[src/rtl/mips_ctrl_pkg.sv]
// mips_ctrl_pkg: states, opcodes, mux-select encodings and the control word for the multicycle MIPS controller
package mips_ctrl_pkg;
  typedef enum logic [3:0] {
    FETCH, DECODE, MEMADR, MEMRD, MEMWB, MEMWR, EXEC, ALUWB, BRANCH, ADDIEX, ADDIWB, JUMP
  } state_e;
  localparam logic [5:0] OP_LW    = 6'b100011;
  localparam logic [5:0] OP_SW    = 6'b101011;
  localparam logic [5:0] OP_RTYPE = 6'b000000;
  localparam logic [5:0] OP_BEQ   = 6'b000100;
  localparam logic [5:0] OP_ADDI  = 6'b001000;
  localparam logic [5:0] OP_J     = 6'b000010;
  localparam logic [5:0] OP_BNE   = 6'b000101;
  localparam logic [1:0] SRCB_REG  = 2'b00;
  localparam logic [1:0] SRCB_FOUR = 2'b01;
  localparam logic [1:0] SRCB_IMM  = 2'b10;
  localparam logic [1:0] SRCB_BTA  = 2'b11;
  localparam logic [1:0] PC_ALU    = 2'b00;
  localparam logic [1:0] PC_ALUOUT = 2'b01;
  localparam logic [1:0] PC_JUMP   = 2'b10;
  localparam logic [1:0] ALU_ADD   = 2'b00;
  localparam logic [1:0] ALU_SUB   = 2'b01;
  localparam logic [1:0] ALU_FUNCT = 2'b10;
  typedef struct packed {
    logic       mem_req;
    logic       pcwrite;
    logic       pcwrite_cond;
    logic       irwrite;
    logic       memwrite;
    logic       regwrite;
    logic       iord;
    logic       alusrca;
    logic       regdst;
    logic       memtoreg;
    logic [1:0] alusrcb;
    logic [1:0] pcsrc;
    logic [1:0] aluop;
  } ctrl_t;
endpackage

[src/rtl/ctrl_out_dec.sv]
// ctrl_out_dec: state-to-control-word decode; strobes that complete a memory access are qualified by mem_ready
//   state_i     current controller state
//   mem_ready_i memory access complete this cycle
//   ctrl_o      datapath control word
module ctrl_out_dec
  import mips_ctrl_pkg::*;
(
  input  state_e state_i,
  input  logic   mem_ready_i,
  output ctrl_t  ctrl_o
);
  always_comb begin
    ctrl_o = '0;
    case (state_i)
      FETCH: begin
        ctrl_o.mem_req = 1'b1;
        ctrl_o.alusrcb = SRCB_FOUR;
        ctrl_o.irwrite = mem_ready_i;
        ctrl_o.pcwrite = mem_ready_i;
      end
      DECODE: ctrl_o.alusrcb = SRCB_BTA;
      MEMADR: begin
        ctrl_o.alusrca = 1'b1;
        ctrl_o.alusrcb = SRCB_IMM;
      end
      MEMRD: begin
        ctrl_o.mem_req = 1'b1;
        ctrl_o.iord    = 1'b1;
      end
      MEMWB: begin
        ctrl_o.regwrite = 1'b1;
        ctrl_o.memtoreg = 1'b1;
      end
      MEMWR: begin
        ctrl_o.mem_req  = 1'b1;
        ctrl_o.iord     = 1'b1;
        ctrl_o.memwrite = mem_ready_i;
      end
      EXEC: begin
        ctrl_o.alusrca = 1'b1;
        ctrl_o.alusrcb = SRCB_REG;
        ctrl_o.aluop   = ALU_FUNCT;
      end
      ALUWB: begin
        ctrl_o.regwrite = 1'b1;
        ctrl_o.regdst   = 1'b1;
      end
      BRANCH: begin
        ctrl_o.alusrca      = 1'b1;
        ctrl_o.aluop        = ALU_SUB;
        ctrl_o.pcsrc        = PC_ALUOUT;
        ctrl_o.pcwrite_cond = 1'b1;
      end
      ADDIEX: begin
        ctrl_o.alusrca = 1'b1;
        ctrl_o.alusrcb = SRCB_IMM;
        ctrl_o.aluop   = ALU_ADD;
      end
      ADDIWB: ctrl_o.regwrite = 1'b1;
      JUMP: begin
        ctrl_o.pcwrite = 1'b1;
        ctrl_o.pcsrc   = PC_JUMP;
      end
      default: ctrl_o = '0;
    endcase
  end
endmodule

[src/rtl/control_fsm.sv]
// control_fsm: multicycle MIPS Moore controller (fetch/decode/execute sequencing with memory wait states)
//   clk, rst (sync, active high), op (opcode from IR), mem_ready (memory access done)
//   mem_req, write enables, mux selects, aluop, illegal (undefined-opcode pulse)
//   BNE_EN: adds bne decode and the branch_ne output
module control_fsm
  import mips_ctrl_pkg::*;
#(
  parameter int OPW = 6
) (
  input  logic           clk,
  input  logic           rst,
  input  logic [OPW-1:0] op,
  input  logic           mem_ready,
  output logic           mem_req,
  output logic           pcwrite,
  output logic           pcwrite_cond,
  output logic           irwrite,
  output logic           memwrite,
  output logic           regwrite,
  output logic           iord,
  output logic           alusrca,
  output logic           regdst,
  output logic           memtoreg,
  output logic [1:0]     alusrcb,
  output logic [1:0]     pcsrc,
  output logic [1:0]     aluop,
`ifdef BNE_EN
  output logic           branch_ne,
`endif
  output logic           illegal
);
  state_e state_q, state_d;
  logic   blank_q;
  ctrl_t  ctrl, ctrl_gated;
  logic   is_lw, is_sw, is_r, is_beq, is_addi, is_j, is_bne, legal;
  assign is_lw   = op == OPW'(OP_LW);
  assign is_sw   = op == OPW'(OP_SW);
  assign is_r    = op == OPW'(OP_RTYPE);
  assign is_beq  = op == OPW'(OP_BEQ);
  assign is_addi = op == OPW'(OP_ADDI);
  assign is_j    = op == OPW'(OP_J);
`ifdef BNE_EN
  assign is_bne  = op == OPW'(OP_BNE);
`else
  assign is_bne  = 1'b0;
`endif
  assign legal = is_lw | is_sw | is_r | is_beq | is_bne | is_addi | is_j;
  // blank_q holds outputs at zero (and the FSM in FETCH) for the first cycle after any reset edge
  always_comb begin
    state_d = state_q;
    if (!blank_q)
      case (state_q)
        FETCH:   state_d = mem_ready ? DECODE : FETCH;
        DECODE:  state_d = (is_lw | is_sw) ? MEMADR :
                           is_r ? EXEC :
                           (is_beq | is_bne) ? BRANCH :
                           is_addi ? ADDIEX :
                           is_j ? JUMP : FETCH;
        MEMADR:  state_d = is_sw ? MEMWR : MEMRD;
        MEMRD:   state_d = mem_ready ? MEMWB : MEMRD;
        MEMWR:   state_d = mem_ready ? FETCH : MEMWR;
        EXEC:    state_d = ALUWB;
        ADDIEX:  state_d = ADDIWB;
        default: state_d = FETCH;
      endcase
  end
  always_ff @(posedge clk) begin
    if (rst) begin
      state_q <= FETCH;
      blank_q <= 1'b1;
    end else begin
      state_q <= state_d;
      blank_q <= 1'b0;
    end
  end
  // reset outranks a completing memory access, so no strobe fires in a reset cycle
  ctrl_out_dec u_dec (
    .state_i     (state_q),
    .mem_ready_i (mem_ready & ~rst),
    .ctrl_o      (ctrl)
  );
  assign ctrl_gated = blank_q ? '0 : ctrl;
  assign {mem_req, pcwrite, pcwrite_cond, irwrite, memwrite, regwrite, iord, alusrca, regdst, memtoreg,
          alusrcb, pcsrc, aluop} = ctrl_gated;
  assign illegal = !blank_q && state_q == DECODE && !legal;
`ifdef BNE_EN
  assign branch_ne = !blank_q && state_q == BRANCH && is_bne;
`endif
endmodule

[config.mk]
export PLATFORM = sky130hd
export DESIGN_NAME = control_fsm
export DESIGN_NICKNAME = d
export VERILOG_FILES = /design/src/rtl/mips_ctrl_pkg.sv /design/src/rtl/ctrl_out_dec.sv /design/src/rtl/control_fsm.sv
export SDC_FILE = /design/constraint.sdc
export NUM_CORES = 1
export LEC_CHECK = 0
export ABC_CLOCK_PERIOD_IN_PS = 1400
export CAP_MARGIN = 20
export CORE_MARGIN = 4
export CORE_UTILIZATION = 41
export DETAILED_ROUTE_END_ITERATION = 8
export GPL_TIMING_DRIVEN = 0
export PLACE_DENSITY = 0.77
export SETUP_SLACK_MARGIN = 0.15
export SLEW_MARGIN = 30
export SYNTH_ARGS = -nofsm -noshare
export SYNTH_HDL_FRONTEND = slang
export SYNTH_HIERARCHICAL = 1
export SYNTH_SLANG_ARGS = --single-unit
[constraint.sdc]
create_clock -name clk -period 1.4 [get_ports clk]
set_input_delay 0.28 -clock clk [delete_from_list [all_inputs] [get_ports clk]]
set_output_delay 0.28 -clock clk [all_outputs]
set_load 0.005 [all_outputs]
==> results of run 1 <==
[synthesized netlist by cell type (2+ instances only)]
cell type / count / area (µm²)
a31oi_1: 3 / 18.77
nand2_1: 3 / 11.26
buf_4: 2 / 15.01
a21oi_1: 6 / 30.03
clkbuf_1: 6 / 22.52
o21ai_0: 6 / 30.03
o21a_1: 2 / 15.01
xor2_1: 2 / 17.52
nor4_1: 3 / 18.77
dfxtp_1: 5 / 100.1
nor2_1: 11 / 41.29
buf_2: 3 / 15.01
nor3_1: 6 / 30.03
o211ai_1: 2 / 15.01
or4b_1: 2 / 20.02
o21bai_1: 4 / 30.03
inv_1: 6 / 22.52
nor2b_1: 19 / 118.9
nand2b_1: 7 / 43.79
[state kept, by name, indices dropped and copies added (netlist names)]
signal	flops
blank_q	1
state_q	4
[layout make-up]
class | count | area (µm²)
inverters | 6 | 22.52
multi-input cells | 95 | 858.3
flip-flops and latches | 5 | 112.6
well taps | 25 | 31.28
repair buffers | 62 | 518.0
fillers | 35 | 66.31
plain buffers | 13 | 147.6
clock buffers | 4 | 26.28
[cells by family (layout without fill, tap and decap cells)]
kind of cell | after synthesis | after routing | share of synthesized area (%)
compound gates | 32 | 32 | 27.79
xor+xnor | 3 | 3 | 3.297
flops | 5 | 5 | 12.56
buf+inv | 19 | 85 | 11.30
simple gates | 60 | 60 | 45.06
[per-layer routing]
metal,GRT usage (%),vias up,share of wire (%)
met5,0,-,0
met4,15.28,0,7.4
met1,36.54,645,37
li1,-,553,-
met2,60.88,129,45
met3,4.011,40,11
[layout by cell type, fill, tap and decap left out, types with 3 or more instances in the layout]
master    count
a21oi_1       3
a21oi_2       3
a31oi_1       3
buf_2        19
buf_4        16
buf_6        32
clkbuf_2      3
clkbuf_4      4
dfxtp_4       3
inv_1         4
nand2b_4      6
nor2_1        6
nor2_2        3
nor2b_1       5
nor2b_2       9
nor2b_4       5
o21ai_2       3
o21bai_1      4
[final timing paths]
check	slack, ns	startpoint	end
worst min-delay path	0.28	rst	blank_q
worst max-delay path	-0.65	state_q[3]	pcwrite
worst max register to register	-0.45	state_q[2]	state_q[2]
worst min register to register	0.69	state_q[3]	state_q[2]
[what timing repair did]
item	4_1_cts	5_1_grt
resized for setup	173	35
setup buffers	29	6
hold buffers	0	0
cloned	1	1
pin swaps	22	13
setup endpoints to repair	21	21
[worst max-delay path, cell delays in order (launching register included)]
cell and delay [ns]:
dfxtp_2 0.33, buf_8 0.13, or4b_4 0.53, a21oi_2 0.19
nor2b_2 0.20, buf_2 0.14
[per-stage QoR]
stage / util, % / hold slack, ns / worst slack, ns
6_report: 96.28 / 0.2840 / -0.6480
5_1_grt: 96.28 / 0.2809 / -0.6568
4_1_cts: 87.23 / 0.4466 / -0.4629
3_5_place_dp: 62.67 / 0.5765 / -1.172
3_3_place_gp: 62.67 / 0.5709 / -1.159
2_1_floorplan: - / 0.3077 / -0.06959
[power by group through the flow]
| stage | registers [W] | logic, W | clock network, W |
|---|---|---|---|
| after floorplan | 0.000151 | 0.0000828 | 0 |
| after CTS | 0.000146 | 0.000204 | 0.000174 |
| after global placement | 0.000152 | 0.000149 | 0 |
| final | 0.000146 | 0.000255 | 0.000169 |
| after detailed placement | 0.000152 | 0.000153 | 0 |
| after global routing | 0.000146 | 0.000264 | 0.000180 |
==> summary.md, run 1 <==
| Metric | Value |
|---|---|
| Aggregate global routing overflow | 0 |
| Routed WL | 4.972 mm |
| Hold Path Depth | 1 |
| Reg clk slew, reported paths | 0.05 ns |
| Post-Syn Nets | 128 |
| Placed Cells | 169 |
| Placed cell area | between 1000 and 1500 µm² |
| WP data arrival | between 1.5 and 2 ns |
| Ports | 26 |
| RePlAce Congestion | 0.8233 |
| Reg power frac | 25.6% |
| Initial antenna violation count | 0 |
| ANT cells | 0 |
| HPWL Detailed | 1.687 mm |
| Number of vias per cell | 6.510 |
| DRC Markers | 0 |
| Final TNS setup | -7.682 ns |
| First-pass GRT wire length | 6.527 mm |
| Top FF cell, synth | dfxtp_1 |
| Synth warn | 6 |
| Antenna Nets Post-Route | 0 |
| Req. time, crit path | 1.12 ns |
| Longest Clk Path Bufs | 2 |
| Root Driver | clkbuf_4 |
| DRT Pass-1 Iters | 5 |
| Crit end category | primary output |
| Number of port buffers | 25 |
| CTS tree | yes |
| Least-Margin Pin Slew | between 0.3 and 0.4 ns |
| Post-synthesis cell count | 119 |
| H-tree levels | 1 |
| R2r worst-path depth | 7 |
| Library cells used by synthesis | 40 |
| Seq/Total Area, Yosys | between 10% and 20% |
| DIE WIDTH | 52.09 µm |
| Rows | 15 |
| Clk pwr share | 29.7% |
| P_sw | slightly above 0.0002 W |
| EDFF count, synth | 0 |
| Wire length per cell | 23.68 µm |
| Failing checks | setup timing |
| Non-Filler Instances | 210 |
| Comb pwr share | 44.7% |
| FF+latch count, synth | 5 |
| Worst vdd ir | 0.4910 mV |
| Share of flip-flops with an asynchronous set or reset | 0% |
| Die span in y | 52.09 µm |
| Vias | roughly 1,400 |
| Power per Cell Area | 332.3 nW/µm² |
| Critical path fanouts, max | 6 |
| Number of max-cap violations | 0 |
| Layout cell share with drive strength beyond 1 | 73.51% |
| Final Cycle Share | 146.3% |
| Setup ws final | -0.6480 ns |
| Setup CP Type | reg -> out |
| Final instance area | 1717 µm² |
| Layout net count | 195 |
| Setup Skew | 0.003633 ns |
| Pleak | slightly above 0.7 nW |
| Max_slew headroom | 74.34% |
| CP Launch Type | register |
| Pint | 0.0003683 W |
| Core area | 1783 µm² |
| Synthesized area | approximately 800 µm² |
| DR iter-0 viols | 96 |
| Worst min path class | in -> reg |
| Vias in the first global route | between 1,000 and 1,500 |
| Largest net degree at the start of global routing | 11 |
| Max-slew violations | 0 |
| Area growth from synthesis to layout | 115.4% |
| RSZ-0062 raised after global routing | yes |
| Fmax | approximately 490 MHz |
| Die area | ~2700 µm² |
| Tmin final | 2.048 ns |
| Cts bufs inserted | 3 |
| Hold Fails Final Rpt | 0 |
| Initial Utilization | 44.70% |
| Skew-Pair Late Insertion Delay | 0.24 ns |
| CTS sink count | 5 |
| Switching Fraction | 35.43% |
| Total Routing Usage GR | 32.90% |
| Synth Area per Inst | 6.698 µm² |
| Final setup violation count | 21 |
| Final Power | 0.0005704 W |
| Outcome | complete, but fails checks |
Power figures use the tool's default switching activity.
==> run 2: changes to the inputs <==
--- a/config.mk
+++ b/config.mk
@@ -11,6 +11,7 @@
 export CORE_UTILIZATION = 41
 export DETAILED_ROUTE_END_ITERATION = 8
 export GPL_TIMING_DRIVEN = 0
+export MAX_ROUTING_LAYER = met4
 export PLACE_DENSITY = 0.77
 export SETUP_SLACK_MARGIN = 0.15
 export SLEW_MARGIN = 30
==> run 2 against run 1 <==
The run now fails in 5_1_grt. Area after synthesis stayed put. Synthesized cell count stayed put.
==> summary.md, run 2 <==
| Metric | Value |
|---|---|
| Initial Utilization | 44.70% (unchanged) |
| Root Driver | clkbuf_4 |
| Main area contributors after synthesis | nor2b_1 (15%), dfxtp_1 (13%), nand2b_1 (5.5%), nor2_1 (5.2%), a21oi_1 (3.8%) |
| Post-synthesis cell count | 119 (unchanged) |
| RePlAce Congestion | 0.8357 (+1.5%) |
| Synth top area share | 14.91% (unchanged) |
| CTS sink count | 5 (unchanged) |
| Initial antenna violation count | 0 |
| Last stage | 5_1_grt |
| Rows | 15 (unchanged) |
| DIE WIDTH | 52.09 µm (unchanged) |
| Largest net degree at the start of global routing | 11 |
| Worst EP kind | output port |
| H-tree levels | 1 (unchanged) |
| Cts bufs inserted | 3 (unchanged) |
| Seq/Total Area, Yosys | 12.56% (unchanged) |
| Synth warn | 6 (unchanged) |
| Synthesized area | 797.0 µm² (unchanged) |
| Longest Clk Path Bufs | 2 (unchanged) |
| Number of port buffers | 25 (unchanged) |
| Synth Area per Inst | 6.698 µm² (unchanged) |
| Tool error | [ERROR DPL-0033] detailed placement checks failed during check placement. |
| Synth area leader | nor2b_1 |
| Ports | 26 (unchanged) |
| Library cells used by synthesis | 40 (unchanged) |
| Placed Cells | 169 (unchanged) |
| FF+latch count, synth | 5 (unchanged) |
| HPWL Detailed | 1.687 mm (unchanged) |
| Die span in y | 52.09 µm (unchanged) |
| Top FF cell, synth | dfxtp_1 |
| Outcome | aborted with a tool error |
| Worst setup endpoint GRT | pcwrite |
| Post-Syn Nets | 128 (unchanged) |
| Most frequent cell after synthesis | nor2b_1 |
| Synth top cells by count | nor2b_1 (19), nor2_1 (11), nand2b_1 (7) |
| EDFF count, synth | 0 (unchanged) |
| Placement Setup Slack | -1.172 ns (unchanged) |
| Share of flip-flops with an asynchronous set or reset | 0% (unchanged) |
## run 2: cell families after synthesis
family	Yosys count	share of synthesized area, %
AO/OA/AOI/OAI	32	27.79
XOR/XNOR	3	3.297
buffers and inverters	19	11.30
flip-flops	5	12.56
AND/OR/NAND/NOR	60	45.06
## run 2: metrics by stage
step	TNS (ns)	hold slack (ns)	instance area (µm²)	utilization, %
CTS	-5.202	0.4466	1555	87.23
detailed placement	-12.36	0.5765	1117	62.67
global placement	-11.77	0.5709	1117	62.67
floorplan	-0.1257	0.3077	835.8	-
## run 2: what timing repair did
item / 4_1_cts
resized for setup: 173
hold buffers: 0
buffers inserted: 29
gates cloned: 1
endpoints found under the setup margin: 21
pin swaps: 22
==> run 3: changes to the inputs <==
--- a/config.mk
+++ b/config.mk
@@ -5,15 +5,13 @@
 export SDC_FILE = /design/constraint.sdc
 export NUM_CORES = 1
 export LEC_CHECK = 0
-export ABC_CLOCK_PERIOD_IN_PS = 1400
+export ABC_CLOCK_PERIOD_IN_PS = 1820
 export CAP_MARGIN = 20
-export CORE_MARGIN = 4
-export CORE_UTILIZATION = 41
+export CORE_AREA = 4 4 65 67
 export DETAILED_ROUTE_END_ITERATION = 8
+export DIE_AREA = 0 0 69 71
 export GPL_TIMING_DRIVEN = 0
-export MAX_ROUTING_LAYER = met4
-export PLACE_DENSITY = 0.77
-export SETUP_SLACK_MARGIN = 0.15
+export PLACE_DENSITY_LB_ADDON = 0.15
 export SLEW_MARGIN = 30
 export SYNTH_ARGS = -nofsm -noshare
 export SYNTH_HDL_FRONTEND = slang
==> constraint.sdc (replaced) <==
create_clock -name clk -period 1.82 [get_ports clk]
set_input_delay 0.364 -clock clk [delete_from_list [all_inputs] [get_ports clk]]
set_output_delay 0.364 -clock clk [all_outputs]
set_load 0.005 [all_outputs]
==> run 3 against run 2 <==
The flow now finishes, with violations (setup timing).
==> summary.md, run 3 (synthesis results as in run 1) <==
| Metric | Value |
|---|---|
| Rows | 22 (+7) |
| Skew-Pair Late Insertion Delay | 0.22 ns |
| Number of vias per cell | 4.673 |
| Number of port buffers | 25 (unchanged) |
| Fmax | 523.8 MHz |
| Die area | ~5000 µm² |
| Largest net degree at the start of global routing | 15 |
| Final Cycle Share | 104.9% |
| Max-slew violations | 0 |
| Layout cell share with drive strength beyond 1 | 43.98% |
| Max stage delay on crit path | 0.46 ns |
| Tmin final | 1.909 ns |
| Vias | 1,000 |
| Max reg flops | 4 |
| Setup Skew | 0.005794 ns |
| Req. time, crit path | between 1 and 1.5 ns |
| Largest register by flop count | state_q |
| Area growth from synthesis to layout | 70.02% |
| Wire length per cell | 11.89 µm |
| Worst-path cell chain | clkbuf_4 -> or4b_1 -> a21oi_1 -> nor2b_1 -> buf_2 |
| Antenna Nets Post-Route | 0 |
| Routed WL | between 2 and 3 mm |
| Ports | 26 (unchanged) |
| Pleak | 0.5545 nW |
| Initial Utilization | 21.94% (-23 points) |
| Root Driver | clkbuf_8 |
| Final TNS setup | -0.1850 ns |
| Least-Margin Pin Slew | around 0.38 ns |
| Worst min path class | in -> reg |
| Final Core Density | between 30% and 40% |
| Crit end category | primary output |
| Final setup violation count | 3 |
| Aggregate global routing overflow | 0 |
| HPWL Detailed | 1.742 mm (+3.3%) |
| H-tree levels | 1 (unchanged) |
| Setup ws final | -0.08912 ns |
| Setup CP Type | reg -> out |
| Fillers | 408 |
| Outcome | complete, but fails checks |
| Total Routing Usage GR | 10.36% |
| CTS tree | yes |
| Reg clk slew, reported paths | around 0.04 ns |
| RePlAce Congestion | 0.7644 (-8.5%) |
| DIE WIDTH | 69 µm (+32%) |
| Power per Cell Area | 332.8 nW/µm² |
| Number of max-cap violations | 0 |
| Max_slew headroom | 74.65% |
| ANT cells | 0 |
| WP data arrival | roughly 1.6 ns |
| RSZ-0062 raised after global routing | yes |
| Critical path fanouts, max | 4 |
| Vias in the first global route | 985 |
| DR iter-0 viols | 44 |
| DRC Markers | 0 |
| Longest Clk Path Bufs | 2 (unchanged) |
| Cts bufs inserted | 3 (unchanged) |
| Failing checks | setup timing |
| Hold Fails Final Rpt | 0 |
| Worst vdd ir | 0.6029 mV |
| DRT Pass-1 Iters | 4 |
| Die span in y | 71 µm (+36%) |
| Largest regs | state_q x4, blank_q x1 |
| CTS sink count | 5 (unchanged) |
| Slowest cell on crit path | or4b_1 |
| Core area | 3633 µm² |
| First-pass GRT wire length | 4.333 mm |
| CP Launch Type | register |
| Initial antenna violation count | 0 |
| Layout net count | 176 |
| Most frequent cells in the layout | nor2b_1 (17), buf_4 (17), buf_2 (14) |
run 3: metal layers:
metal | part of all wire [%] | GRT usage [%]
met1 | 44 | 12.34
met2 | 51 | 18.86
met3 | 4.8 | 3.409
met4 | 0 | 0.6508
met5 | 0 | 0
run 3: through the flow:
stage	total power [W]	instance area [µm²]	setup WS, ns	instances	hold slack, ns
3_3_place_gp	0.0002317	1107	-0.9137	192	0.5849
2_1_floorplan	0.0001775	797.0	0.1882	119	0.3917
4_1_cts	0.0004468	1299	-0.1235	210	0.3631
6_report	0.0004509	1355	-0.08912	214	0.3670
5_1_grt	0.0004815	1355	-0.1925	214	0.3636
3_5_place_dp	0.0002322	1107	-0.9358	192	0.5724
run 3: worst paths after layout:
kind,from,to,slack [ns],depth (start not counted)
max,state_q[3],pcwrite,-0.09,5
min,rst,blank_q,0.37,1
max reg2reg,state_q[2],state_q[2],0.15,5
min reg2reg,state_q[3],state_q[2],0.58,2
run 3: area by class of cell:
| type | instances | area, µm² | share of cell area [%] |
|---|---|---|---|
| plain buffers | 10 | 88.84 | 6.556 |
| flip-flops and latches | 5 | 110.1 | 8.126 |
| well taps | 48 | 60.06 | 4.432 |
| repair buffers | 46 | 327.8 | 24.19 |
| inverters | 6 | 22.52 | 1.662 |
| multi-input cells | 95 | 700.7 | 51.71 |
| clock buffers | 4 | 45.04 | 3.324 |
run 3: where the power goes:
part	internal [W]	switching [W]	leakage (nW)
Combinational	0.0000671	0.0000648	0.488
Clock	0.000150	0.0000537	0.0228
Sequential	0.000111	0.00000441	0.0433
run 3: what timing repair did:
action                                  4_1_cts  5_1_grt
endpoints found under the setup margin       18       15
gates resized for setup                      97       20
pin swaps                                     8        8
hold buffers                                  0        0
cloned                                        2        0
buffers inserted                             14        5
run 3: worst max-delay path: cells and delay by family, from the launching register on:
kind | cells | cell delay, ns
flip-flops | 1 | 0.33
buffers and inverters | 2 | 0.27
AND/OR/NAND/NOR | 2 | 0.59
AO/OA/AOI/OAI | 1 | 0.13
